$ cat src/rtl/gtech_dispatch4.sv
// Round-robin dispatcher: one valid/ready input stream fanned out to four
// single-entry output channels, skipping channels that are full or disabled.
module gtech_dispatch4 #(
  parameter int W     = 8,
  parameter int CNT_W = 16
) (
  input  logic             clk,
  input  logic             rst,
  input  logic             in_valid,
  output logic             in_ready,
  input  logic [W-1:0]     in_data,
  input  logic [3:0]       ch_en,
  output logic [3:0]       out_valid,
  input  logic [3:0]       out_ready,
  output logic [4*W-1:0]   out_data,
  output logic             busy,
  output logic [CNT_W-1:0] count
);

  logic [3:0]       valid_vec;
  logic [3:0]       free;
  logic [7:0]       free2;
  logic [3:0]       rot;
  logic [1:0]       offset;
  logic [1:0]       sel;
  logic             accept;
  logic [1:0]       ptr_reg;
  logic [CNT_W-1:0] count_reg;

  // free ignores out_ready, so a channel is never refilled on its drain edge.
  assign free     = ch_en & ~valid_vec;
  assign in_ready = |free;
  assign accept   = in_valid & in_ready;

  // Rotate free so bit 0 is the channel at ptr, then take the first set bit.
  assign free2 = {free, free};
  assign rot   = free2[ptr_reg +: 4];

  always_comb begin
    offset = 2'd0;
    for (int i = 3; i >= 0; i--) begin
      if (rot[i]) offset = 2'(i);
    end
  end

  assign sel = ptr_reg + offset;

  generate
    for (genvar gi = 0; gi < 4; gi++) begin : g_ch
      logic         full_reg;
      logic [W-1:0] word_reg;

      always_ff @(posedge clk or posedge rst) begin
        if (rst) begin
          full_reg <= 1'b0;
          word_reg <= '0;
        end else if (accept && (sel == 2'(gi))) begin
          full_reg <= 1'b1;
          word_reg <= in_data;
        end else if (full_reg && out_ready[gi]) begin
          full_reg <= 1'b0;
        end
      end

      assign valid_vec[gi]          = full_reg;
      assign out_data[gi*W +: W]    = word_reg;
    end
  endgenerate

  always_ff @(posedge clk or posedge rst) begin
    if (rst) begin
      ptr_reg   <= 2'd0;
      count_reg <= '0;
    end else if (accept) begin
      ptr_reg   <= sel + 2'd1;
      count_reg <= count_reg + CNT_W'(1);
    end
  end

  assign out_valid = valid_vec;
  assign busy      = |valid_vec;
  assign count     = count_reg;

endmodule

$ cat config.mk
export PLATFORM = sky130hd
export DESIGN_NAME = gtech_dispatch4
export DESIGN_NICKNAME = d
export VERILOG_FILES = /design/src/rtl/gtech_dispatch4.sv
export SDC_FILE = /design/constraint.sdc
export NUM_CORES = 1
export LEC_CHECK = 0
export BUFFER_PORTS_ARGS = -buffer_cell sky130_fd_sc_hd__buf_2
export CORE_MARGIN = 1
export CORE_UTILIZATION = 40
export DETAILED_ROUTE_END_ITERATION = 16
export PLACE_DENSITY = 0.75
export SLEW_MARGIN = 20
export SYNTH_ARGS = -nofsm -noshare
export SYNTH_HDL_FRONTEND = slang
export SYNTH_SLANG_ARGS = --single-unit
$ cat constraint.sdc
create_clock -name clk -period 3.24 [get_ports clk]
set_input_delay 0.324 -clock clk [delete_from_list [all_inputs] [get_ports clk]]
set_output_delay 0.324 -clock clk [all_outputs]
set_load 0.01 [all_outputs]
# Word-level counts from Yosys, hierarchy flattened
# Index checks and enable logic that the tools add are counted.
# op_classes
eq_ne	3
n_reduce_logical	15
n_mux	12
bitwise_logic	3
addsub	3
shifts	1
# ops
op	n
16-bit by 1-bit adder with 16-bit output (second input constant)	1
1-bit logical AND	8
1-bit 2-to-1 mux	8
2-bit 2-to-1 mux	4
2-bit nonzero test	4
4-bit OR reduction	2
8-bit by 3-bit indexed part select with 4-bit output	1
4-bit bitwise AND	1
2-bit == test (second input constant)	2
4-bit NOT	1
2-bit by 1-bit adder with 2-bit output (second input constant)	1
2-bit adder	1
2-bit by 1-bit == test with 1-bit output (second input constant)	1
2-bit zero test	1
1-bit bitwise AND	1
# word_totals
in_bits	19
output_inout_bits	54
ff_bits	54
word_cells	47

# Logic depth before layout (Yosys ltp)
# Gate-level depths: netlist of run 1.
# depth
word_depth	11
ltp_mapped	11
mapped_depth_nobuf	11

# Least setup slack after synthesis of run 1
# No wires, ideal clock.
# synth_timing
path_type	flip-flop to flip-flop
start	reg ptr_reg[0]
end	reg g_ch[1].word_reg[0]
path_stages_with_launch	12
arrival_ns	2.850
setup_slack_ns	0.265
setup_ns	0.125
required_time_ns	3.115
synth_period_minus_slack_ns	2.975
n_path_buf	0
path_cell_list	dfrtp_1 -> or3b_1 -> o21ai_0 -> nor2b_1 -> o22a_1 -> o32ai_1 -> ha_1 -> nand2b_1 -> nor4_1 -> a2111oi_4 -> nand4b_4 -> mux2_2
# synth_between
elab_chain_len	8
# synth_rtl
item	line_no	source
start, declared	27	logic [1:0] ptr_reg;
start signal, assigned	75	ptr_reg <= sel + 2'd1;
8-bit by 3-bit indexed part select with 4-bit output	37	assign rot = free2[ptr_reg +: 4];
2-bit 2-to-1 mux (4 in series)	42	if (rot[i]) offset = 2'(i);
2-bit adder (*)	46	assign sel = ptr_reg + offset;
2-bit by 1-bit == test with 1-bit output (*)	57	end else if (accept && (sel == 2'(gi))) begin
1-bit logical AND (*)	57	
end signal, assigned	59	word_reg <= in_data;
end, declared	51	logic [W-1:0] word_reg;
# Every way passes the cells marked *; elsewhere a longest branch is shown, timed or not.
# A chain may end at the register's enable or synchronous reset.

# Final worst setup path of run 1
# layout_timing
start	reg ptr_reg[0]
end	reg g_ch[1].word_reg[1]
# Same word-level chain as after synthesis.

==> results.py, run 1 <==
metrics = {
    "die": {
        "fp.dieArea_um2": 6480,
        "core_um2": 5920,
        "die_w_um": 80.5,
        "die_h_um": 80.5,
        "io-pin-count": 73,
        "initial_utilization": 0.416,
        "rows": 28,
    },
    "sta": {
        "hold_violations": 0,
        "finalSetupViolations": 0,
        "fmax_mhz": 324,
        "whs_ps": 154,
        "fin_worst_skew_ps": 8.08,
        "maxSlewViolCount": 0,
        "min_period_ps": 3080,
        "rsz0062_at_grt": "no",
        "min_period_over_period": 0.952,
        "finalSetupTns_ps": 0,
        "maxSlewHeadroom": 0.483,
        "tightest_slew_ps": 774,
    },
    "cells_and_area": {
        "diodes": 0,
        "nFillCells": 529,
        "drive_gt1_frac": 0.484,
        "multi_input_area_um2": 1100,
        "fin_nets": 294,
        "area_growth_pct": 25.5,
        "design_area_um2": 3090,
        "layout.cells.non_filler": 348,
        "seq_area_um2": 1350,
        "largest_reg_flops": 32,
    },
    "drt": {
        "ant_nets": 0,
        "wl_per_cell_um": 15.0,
        "routed_wl_mm": 5.23,
        "via_per_inst": 5.02,
        "route.detailed.drc": 0,
        "vias": 1746,
        "dr.pass1.iters": 4,
        "drt_iter0_drc": 50,
    },
    "placed_design": {
        "hpwlAfterDp_mm": 3.82,
        "gp_congestion": 0.827,
        "placed_area_um2": 2920,
        "portBuffers": 72,
        "dp.cells": 335,
    },
    "synthesis": {
        "synth_area_um2": 2460,
        "synth_cells": 189,
        "yosys_warnings": 0,
        "synth_nets": 211,
        "synthSimpleGateAreaFrac": 0.143,
        "synth_top_family_by_area": "multiplexers",
        "avgSynthCellArea_um2": 13.0,
        "yosys_register_bits": 54,
        "synth_xor_area_frac": 0.0533,
        "synthMuxAreaShare": 0.146,
        "synth_compound_area_frac": 0.0660,
        "synthDistinctLibCells": 38,
        "synth_fa_ha_area_frac": 0.0152,
        "yosysSeqAreaShare": 0.549,
    },
    "clocking": {
        "numCtsBuffers": 5,
        "cts_tree": "built",
        "clkTransAtPathRegs_ps": 100,
        "cts_buffer_depth": 2,
        "insertion_delay_ps": 300,
        "clock-sinks": 54,
        "clockRootBuffer": "clkbuf_8",
        "htree_levels": 2,
        "postCtsHoldBufs": 0,
    },
    "worst_setup_path": {
        "crit_chain": "buf_4 > inv_1 > o21ai_2 > nor2b_1 > o22a_1 > o32ai_2 > ha_2 > nor2b_2 > and4_1 > a2111oi_4 > buf_6 > nand4b_4 > buf_4 > mux2_2",
        "critPathMaxFanout": 7,
        "cp_slowest_cell": "a2111oi_4",
        "reg2reg_depth": 14,
        "cp-start-kind": "register",
        "rrSetupSlack_ps": 160,
        "cp.required_ps": 3430,
        "rr_startpoint": "ptr_reg[0]$_DFFE_PP0P_",
        "cp-end-kind": "register",
        "rr_endpoint": "g_ch[1].word_reg[1]$_DFFE_PP0P_",
        "slowest_delay_ps": 420,
        "critPathTopFamily": "compound AO/OA/AOI/OAI gates",
        "critPathKind": "reg2reg",
        "critical_path_buf_inv_count": 4,
        "timing.critical_path.mode_cell": "buf_4",
        "crit_arrival_ps": 3270,
    },
    "global_routing": {
        "grt_use_total": 0.172,
        "antenna_found_initial": 0,
        "overflow": 0,
        "grt_pass1_wl_mm": 8.38,
        "grt_max_degree": 39,
        "grt_pass1_vias": 1747,
    },
    "power": {
        "p_per_area_nw_per_um2": 1010,
        "power_leakage_nw": 1.51,
        "peakVddDrop_v": 0.000475,
    },
    "outcome": {
        "status": "complete, no violations",
    },
    "worst_hold_path": {
        "hold_class": "in2async",
    },
    "flow_run": {
        "drv_cap": 0,
    },
}
-- logic make-up after synthesis --
family                   count (synthesis)
XOR/XNOR                                15
buffers and inverters                   14
AO/OA/AOI/OAI                           16
adder cells (fa/ha/maj)                  3
multiplexers                            32
AND/OR/NAND/NOR                         55
flip-flops                              54
-- power breakdown --
part | internal [mW] | switching (mW)
combinational | 0.820 | 0.800
clock | 0.153 | 0.213
sequential | 0.957 | 0.170
-- cell usage after synthesis, drive strengths merged --
cell type   n  area share
or3b        2      0.0071
o21ai       3      0.0061
dfrtp      54        0.55
nor4        1      0.0025
and2        1      0.0025
xnor2       8       0.028
and3b       1      0.0036
or4         2      0.0061
and4        1      0.0036
o32ai       1      0.0036
nand2      10       0.015
nand3       5       0.010
a21oi       1      0.0020
buf         5       0.014
nand4b      2       0.019
nor2        7       0.011
nor3        1      0.0020
o22a        1      0.0036
nor3b       1      0.0030
a2111oi     1       0.011
xor2        7       0.025
inv         8       0.012
clkbuf      1      0.0015
a21boi      2      0.0061
a21o        3      0.0091
mux2       32        0.15
nor2b       6       0.015
ha          3       0.015
nand4       4       0.010
and3        3      0.0076
or3         2      0.0071
nand3b      3      0.0091
nand2b      3      0.0076
a31oi       3       0.020
o41a        1      0.0046
-- how the worst max path moves through the flow --
stage                                 from                              end  depth (start not counted)
global placement                  ch_en[0]  g_ch[1].word_reg[1]$_DFFE_PP0P_                         12
CTS                 ptr_reg[0]$_DFFE_PP0P_  g_ch[3].word_reg[1]$_DFFE_PP0P_                         12
detailed placement                ch_en[0]  g_ch[1].word_reg[1]$_DFFE_PP0P_                         12
finish              ptr_reg[0]$_DFFE_PP0P_  g_ch[1].word_reg[1]$_DFFE_PP0P_                         14
global route        ptr_reg[0]$_DFFE_PP0P_  g_ch[1].word_reg[1]$_DFFE_PP0P_                         13
floorplan           ptr_reg[0]$_DFFE_PP0P_  g_ch[1].word_reg[0]$_DFFE_PP0P_                         11
-- timing repair --
| action | 4_1_cts | 5_1_grt |
|---|---|---|
| gates cloned | 0 | 2 |
| pin swaps | 1 | 4 |
| resized for setup | 0 | 10 |
| endpoints found under the setup margin | 8 | 35 |
| setup buffers | 2 | 1 |
-- routing by layer --
metal,vias up,part of all wire,global-route usage
met2,42,0.49,0.284
met5,-,0,0
met3,7,0.047,0.0420
met1,864,0.45,0.217
met4,0,0.010,0.0625
li1,833,-,-
-- worst register-to-register path: cells and delay by family (launching register included) --
family	cells	cell delay [ps]
compound gates	4	830
fa+ha+maj	1	260
buf+inv	4	680
flops	1	390
mux	1	260
simple gates	4	540
-- cell type report --
cell class	count	share of cell area
Sequential cell	54	0.437
Tap cell	75	0.0304
Timing Repair Buffer	80	0.138
Multi-Input combinational cell	123	0.357
Clock buffer	6	0.0235
Inverter	8	0.00971
Clock inverter	2	0.00445
-- layout by cell type (no fill, tap or decap), types with 2 or more instances in the layout --
master	instances
a21o_1	3
a31oi_4	4
and3_1	3
buf_2	72
buf_4	6
buf_6	2
clkbuf_8	5
dfrtp_1	54
ha_1	2
inv_1	7
mux2_2	32
nand2_1	10
nand2b_1	3
nand3_1	5
nand3b_1	3
nand4_1	4
nand4b_4	2
nor2_1	7
nor2b_1	5
o21ai_0	2
or3b_1	2
or4_1	2
xnor2_1	8
xor2_1	7
-- metrics by stage --
stage,utilization,power [mW],setup slack [ps]
after floorplan,-,2.13,265
after CTS,0.510,3.01,5.22
after global placement,0.493,2.56,88.8
after detailed placement,0.493,2.61,-26.1
after global routing,0.522,3.33,6.58
final,0.522,3.11,157
No activity file was read; power rests on OpenSTA's default activity.
==> inputs of run 2 (changes only) <==
- CTS_BUF_LIST: unset -> sky130_fd_sc_hd__clkbuf_8
- CTS_CLUSTER_SIZE: unset -> 30
- SLEW_MARGIN: 20 -> unset
==> results.py, run 2 (synthesized netlist as in run 1, its figures left out) <==
metrics = {
    "worst_setup_path": {
        "critPathMaxFanout": 7,
        "reg2reg_depth": 14,
        "timing.critical_path.mode_cell": "buf_4",
        "rr_endpoint": "g_ch[1].word_reg[1]$_DFFE_PP0P_",
        "critPathKind": "reg2reg",
        "cp-start-kind": "register",
        "crit_chain": "buf_4 > inv_1 > o21ai_2 > nor2b_1 > o22a_1 > o32ai_2 > ha_2 > nor2b_2 > and4_1 > a2111oi_4 > buf_6 > nand4b_4 > buf_4 > mux2_2",
        "slowest_delay_ps": 420,
        "rrSetupSlack_ps": 160,
        "cp.required_ps": 3430,
        "startpoint": "ptr_reg[0]$_DFFE_PP0P_",
        "cp_slowest_cell": "a2111oi_4",
        "crit_arrival_ps": 3270,
        "cp-end-kind": "register",
        "rr_startpoint": "ptr_reg[0]$_DFFE_PP0P_",
    },
    "power": {
        "peakVddDrop_v": 0.000475,
        "p_comb_frac": 0.521,
        "internal-power_mw": 1.93,
        "p_per_area_nw_per_um2": 1010,
        "p_seq_frac": 0.362,
        "power_leakage_nw": 1.51,
        "p_switching_mw": 1.18,
        "switching_share": 0.380,
        "pwr-share-clk": 0.117,
    },
    "cells_and_area": {
        "largest_reg_flops": 32,
        "area_growth_pct": 25.5,
        "diodes": 0,
        "fin_nets": 294,
        "final_cell_mix": "72 x buf_2, 54 x dfrtp_1, 32 x mux2_2",
        "multi_input_area_um2": 1100,
        "design_area_um2": 3090,
        "drive_gt1_frac": 0.484,
        "fin_util": 0.522,
        "nFillCells": 529,
        "seq_area_um2": 1350,
        "final_common_cell": "buf_2",
    },
    "drt": {
        "route.detailed.drc": 0,
        "dr.pass1.iters": 4,
        "wl_per_cell_um": 15.0,
        "drt_iter0_drc": 50,
        "ant_nets": 0,
        "routed_wl_mm": 5.23,
        "vias": 1746,
        "via_per_inst": 5.02,
    },
    "clocking": {
        "numCtsBuffers": 5,
        "cts_buffer_depth": 2,
        "clkTransAtPathRegs_ps": 100,
        "clock-sinks": 54,
        "htree_levels": 2,
        "insertion_delay_ps": 300,
        "clockRootBuffer": "clkbuf_8",
        "cts_tree": "built",
    },
    "global_routing": {
        "grt_use_total": 0.172,
        "grt_pass1_vias": 1747,
        "antenna_found_initial": 0,
        "overflow": 0,
        "grt_pass1_wl_mm": 8.38,
        "grt_max_degree": 39,
    },
    "die": {
        "initial_utilization": 0.416,
        "die_h_um": 80.5,
        "rows": 28,
        "core_um2": 5920,
        "io-pin-count": 73,
        "fp.dieArea_um2": 6480,
        "die_w_um": 80.5,
    },
    "sta": {
        "min_period_over_period": 0.952,
        "fmax_mhz": 324,
        "min_period_ps": 3080,
        "finalSetupTns_ps": 0,
        "maxSlewHeadroom": 0.483,
        "tightest_slew_ps": 774,
        "whs_ps": 154,
        "rsz0062_at_grt": "no",
        "maxSlewViolCount": 0,
        "fin_worst_skew_ps": 8.08,
        "hold_violations": 0,
        "finalSetupViolations": 0,
    },
    "outcome": {
        "status": "complete, no violations",
    },
    "placed_design": {
        "placed_area_um2": 2920,
        "gp_congestion": 0.827,
        "hpwlAfterDp_mm": 3.82,
        "portBuffers": 72,
    },
    "flow_run": {
        "drv_cap": 0,
    },
    "worst_hold_path": {
        "hold_class": "in2async",
    },
}
run 2: area by class of cell:
type,count,share of cell area
multi-input cells,123,0.357
repair buffers,80,0.138
clock buffers,5,0.0223
inverters,8,0.00971
flip-flops and latches,54,0.437
well taps,75,0.0304
clock inverters,3,0.00567
run 2: worst max path at each step:
stage / end / slack [ps]
after floorplan: g_ch[1].word_reg[0]$_DFFE_PP0P_ / 270
after global placement: g_ch[1].word_reg[1]$_DFFE_PP0P_ / 90
after detailed placement: g_ch[1].word_reg[1]$_DFFE_PP0P_ / -30
after CTS: g_ch[3].word_reg[1]$_DFFE_PP0P_ / 5
after global routing: g_ch[1].word_reg[1]$_DFFE_PP0P_ / 7
final: g_ch[1].word_reg[1]$_DFFE_PP0P_ / 160
run 2: through the flow:
step	setup slack [ps]	total power [mW]	std cells
4_1_cts	5.22	3.00	345
3_5_place_dp	-26.1	2.61	335
6_report	157	3.11	348
3_3_place_gp	88.8	2.56	335
5_1_grt	6.58	3.33	348
2_1_floorplan	265	2.13	189
run 2: worst max-delay path, delay by kind of cell (launching register included):
family / cells / cell delay [ps]
AOI/OAI and AO/OA: 4 / 830
adders and majority gates: 1 / 260
buffers and inverters: 4 / 680
DFF: 1 / 390
muxes: 1 / 260
and+or+nand+nor: 4 / 540
run 2: layer usage:
| layer | up-vias | share of wire | GRT usage |
|---|---|---|---|
| li1 | 833 | - | - |
| met1 | 864 | 0.45 | 0.217 |
| met2 | 42 | 0.49 | 0.284 |
| met3 | 7 | 0.047 | 0.0420 |
| met4 | 0 | 0.010 | 0.0625 |
| met5 | - | 0 | 0 |
run 2: power groups by stage:
stage | clock, mW | combinational, mW | sequential [mW]
after floorplan | 0 | 0.888 | 1.24
after global placement | 0 | 1.43 | 1.13
after detailed placement | 0 | 1.47 | 1.14
after CTS | 0.379 | 1.50 | 1.13
after global routing | 0.398 | 1.77 | 1.16
final | 0.363 | 1.62 | 1.13
run 2: timing repair:
| item | CTS | global route |
|---|---|---|
| cloned | 0 | 2 |
| pin swaps | 1 | 4 |
| hold buffers | 0 | 0 |
| endpoints found under the setup margin | 8 | 35 |
| buffers inserted | 2 | 1 |
| resized for setup | 0 | 10 |
==> inputs of run 3 (changes only) <==
- MAX_ROUTING_LAYER: unset -> met4
==> results.py, run 3 (synthesized netlist as in run 1, its figures left out) <==
metrics = {
    "placed_design": {
        "hpwlAfterDp_mm": 3.82,
        "placed_area_um2": 2920,
        "gp_congestion": 0.840,
        "portBuffers": 72,
    },
    "sta": {
        "maxSlewHeadroom": 0.483,
        "hold_violations": 0,
        "finalSetupViolations": 0,
        "fin_worst_skew_ps": 6.39,
        "rsz0062_at_grt": "no",
        "finalSetupTns_ps": 0,
        "tightest_slew_ps": 775,
        "min_period_ps": 3080,
        "fmax_mhz": 324,
        "min_period_over_period": 0.952,
        "maxSlewViolCount": 0,
    },
    "global_routing": {
        "antenna_found_initial": 0,
        "grt_pass1_vias": 1748,
        "grt_pass1_wl_mm": 8.37,
        "grt_max_degree": 39,
        "overflow": 0,
        "grt_use_total": 0.177,
    },
    "drt": {
        "wl_per_cell_um": 15.0,
        "route.detailed.drc": 0,
        "via_per_inst": 5.01,
        "vias": 1743,
        "met2WireLength_mm": 2.58,
        "top_layer_used": "met4",
        "ant_nets": 0,
        "met3WireLength_um": 202,
        "routed_wl_mm": 5.23,
        "wl_met1_mm": 2.40,
        "drt_iter0_drc": 61,
        "dr.pass1.iters": 4,
    },
    "power": {
        "p_switching_mw": 1.18,
        "power_leakage_nw": 1.51,
        "p_comb_frac": 0.521,
        "pwr-share-clk": 0.116,
        "p_seq_frac": 0.362,
        "switching_share": 0.380,
        "p_per_area_nw_per_um2": 1010,
        "peakVddDrop_v": 0.000476,
        "internal-power_mw": 1.93,
    },
    "die": {
        "io-pin-count": 73,
        "fp.dieArea_um2": 6480,
        "core_um2": 5920,
        "die_w_um": 80.5,
        "die_h_um": 80.5,
        "rows": 28,
        "initial_utilization": 0.416,
    },
    "worst_setup_path": {
        "cp.required_ps": 3430,
        "critPathTopFamily": "compound AO/OA/AOI/OAI gates",
        "crit_arrival_ps": 3270,
        "cp_slowest_cell": "a2111oi_4",
        "timing.critical_path.mode_cell": "buf_4",
        "cp-end-kind": "register",
        "cp-start-kind": "register",
        "critPathKind": "reg2reg",
        "slowest_delay_ps": 420,
        "critical_path_buf_inv_count": 4,
        "critPathMaxFanout": 7,
        "crit_chain": "buf_4 > inv_1 > o21ai_2 > nor2b_1 > o22a_1 > o32ai_2 > ha_2 > nor2b_2 > and4_1 > a2111oi_4 > buf_6 > nand4b_4 > buf_4 > mux2_2",
    },
    "cells_and_area": {
        "final_cell_mix": "72 x buf_2, 54 x dfrtp_1, 32 x mux2_2",
        "design_area_um2": 3090,
        "drive_gt1_frac": 0.484,
        "largest_reg_flops": 32,
        "fin_nets": 294,
        "area_growth_pct": 25.5,
        "diodes": 0,
        "nFillCells": 529,
        "final_common_cell": "buf_2",
    },
    "clocking": {
        "numCtsBuffers": 5,
        "htree_levels": 2,
        "cts_buffer_depth": 2,
        "insertion_delay_ps": 300,
        "clockRootBuffer": "clkbuf_8",
        "clock-sinks": 54,
        "cts_tree": "built",
        "clkTransAtPathRegs_ps": 100,
        "postCtsHoldBufs": 0,
    },
    "outcome": {
        "status": "complete, no violations",
    },
    "worst_hold_path": {
        "hold_class": "in2async",
    },
    "flow_run": {
        "drv_cap": 0,
    },
}
[run 3: worst reg2reg max path, stage by stage (launching register included)]
cell and delay [ps]:
dfrtp_1 390, buf_4 160, inv_1 120, o21ai_2 100
nor2b_1 140, o22a_1 170, o32ai_2 140, ha_2 260
nor2b_2 60, and4_1 230, a2111oi_4 420, buf_6 210
nand4b_4 110, buf_4 190, mux2_2 260
[run 3: through the flow]
step	cells	utilization	hold WS (ps)	power (mW)	worst slack, ps
2_1_floorplan	189	-	420	2.13	265
3_3_place_gp	335	0.493	449	2.56	88.8
3_5_place_dp	335	0.493	471	2.61	-26.1
4_1_cts	345	0.510	177	3.00	5.22
5_1_grt	348	0.522	210	3.33	6.58
6_report	348	0.522	153	3.11	157
[run 3: worst paths after layout]
kind | start | end | slack [ps] | cells after the start
max | ptr_reg[0]$_DFFE_PP0P_ | g_ch[1].word_reg[1]$_DFFE_PP0P_ | 160 | 14
min | rst | g_ch[0].word_reg[3]$_DFFE_PP0P_ | 150 | 2
max reg2reg | ptr_reg[0]$_DFFE_PP0P_ | g_ch[1].word_reg[1]$_DFFE_PP0P_ | 160 | 14
min reg2reg | count[15]$_DFFE_PP0P_ | count[15]$_DFFE_PP0P_ | 480 | 1
max in group asynchronous | rst | count[13]$_DFFE_PP0P_ | 2360 | 3
min in group clk | out_ready[1] | g_ch[1].full_reg$_DFFE_PP0P_ | 210 | 2
[run 3: timing repair]
action / in CTS / in global routing
gates cloned: 0 / 2
endpoints found under the setup margin: 8 / 35
pin swaps: 1 / 4
setup buffers: 2 / 1
gates resized for setup: 0 / 10
[run 3: layout make-up]
cell class / count / area (µm²) / share of cell area
Clock buffer: 5 / 68.8 / 0.0223
Clock inverter: 3 / 17.5 / 0.00567
Inverter: 8 / 30.0 / 0.00971
Multi-Input combinational cell: 123 / 1100 / 0.357
Sequential cell: 54 / 1350 / 0.437
Tap cell: 75 / 93.8 / 0.0304
Timing Repair Buffer: 80 / 428 / 0.138
[run 3: power groups by stage]
stage	combinational, mW	clock [mW]	sequential, mW
final	1.62	0.362	1.13
after global routing	1.77	0.398	1.16
after CTS	1.50	0.379	1.13
after detailed placement	1.47	0	1.14
after global placement	1.43	0	1.13
after floorplan	0.888	0	1.24
[run 3: per-layer routing]
metal	up-vias	GRT usage
met5	-	-
met4	0	0.0625
met3	8	0.0352
met2	40	0.284
met1	863	0.221
li1	832	-
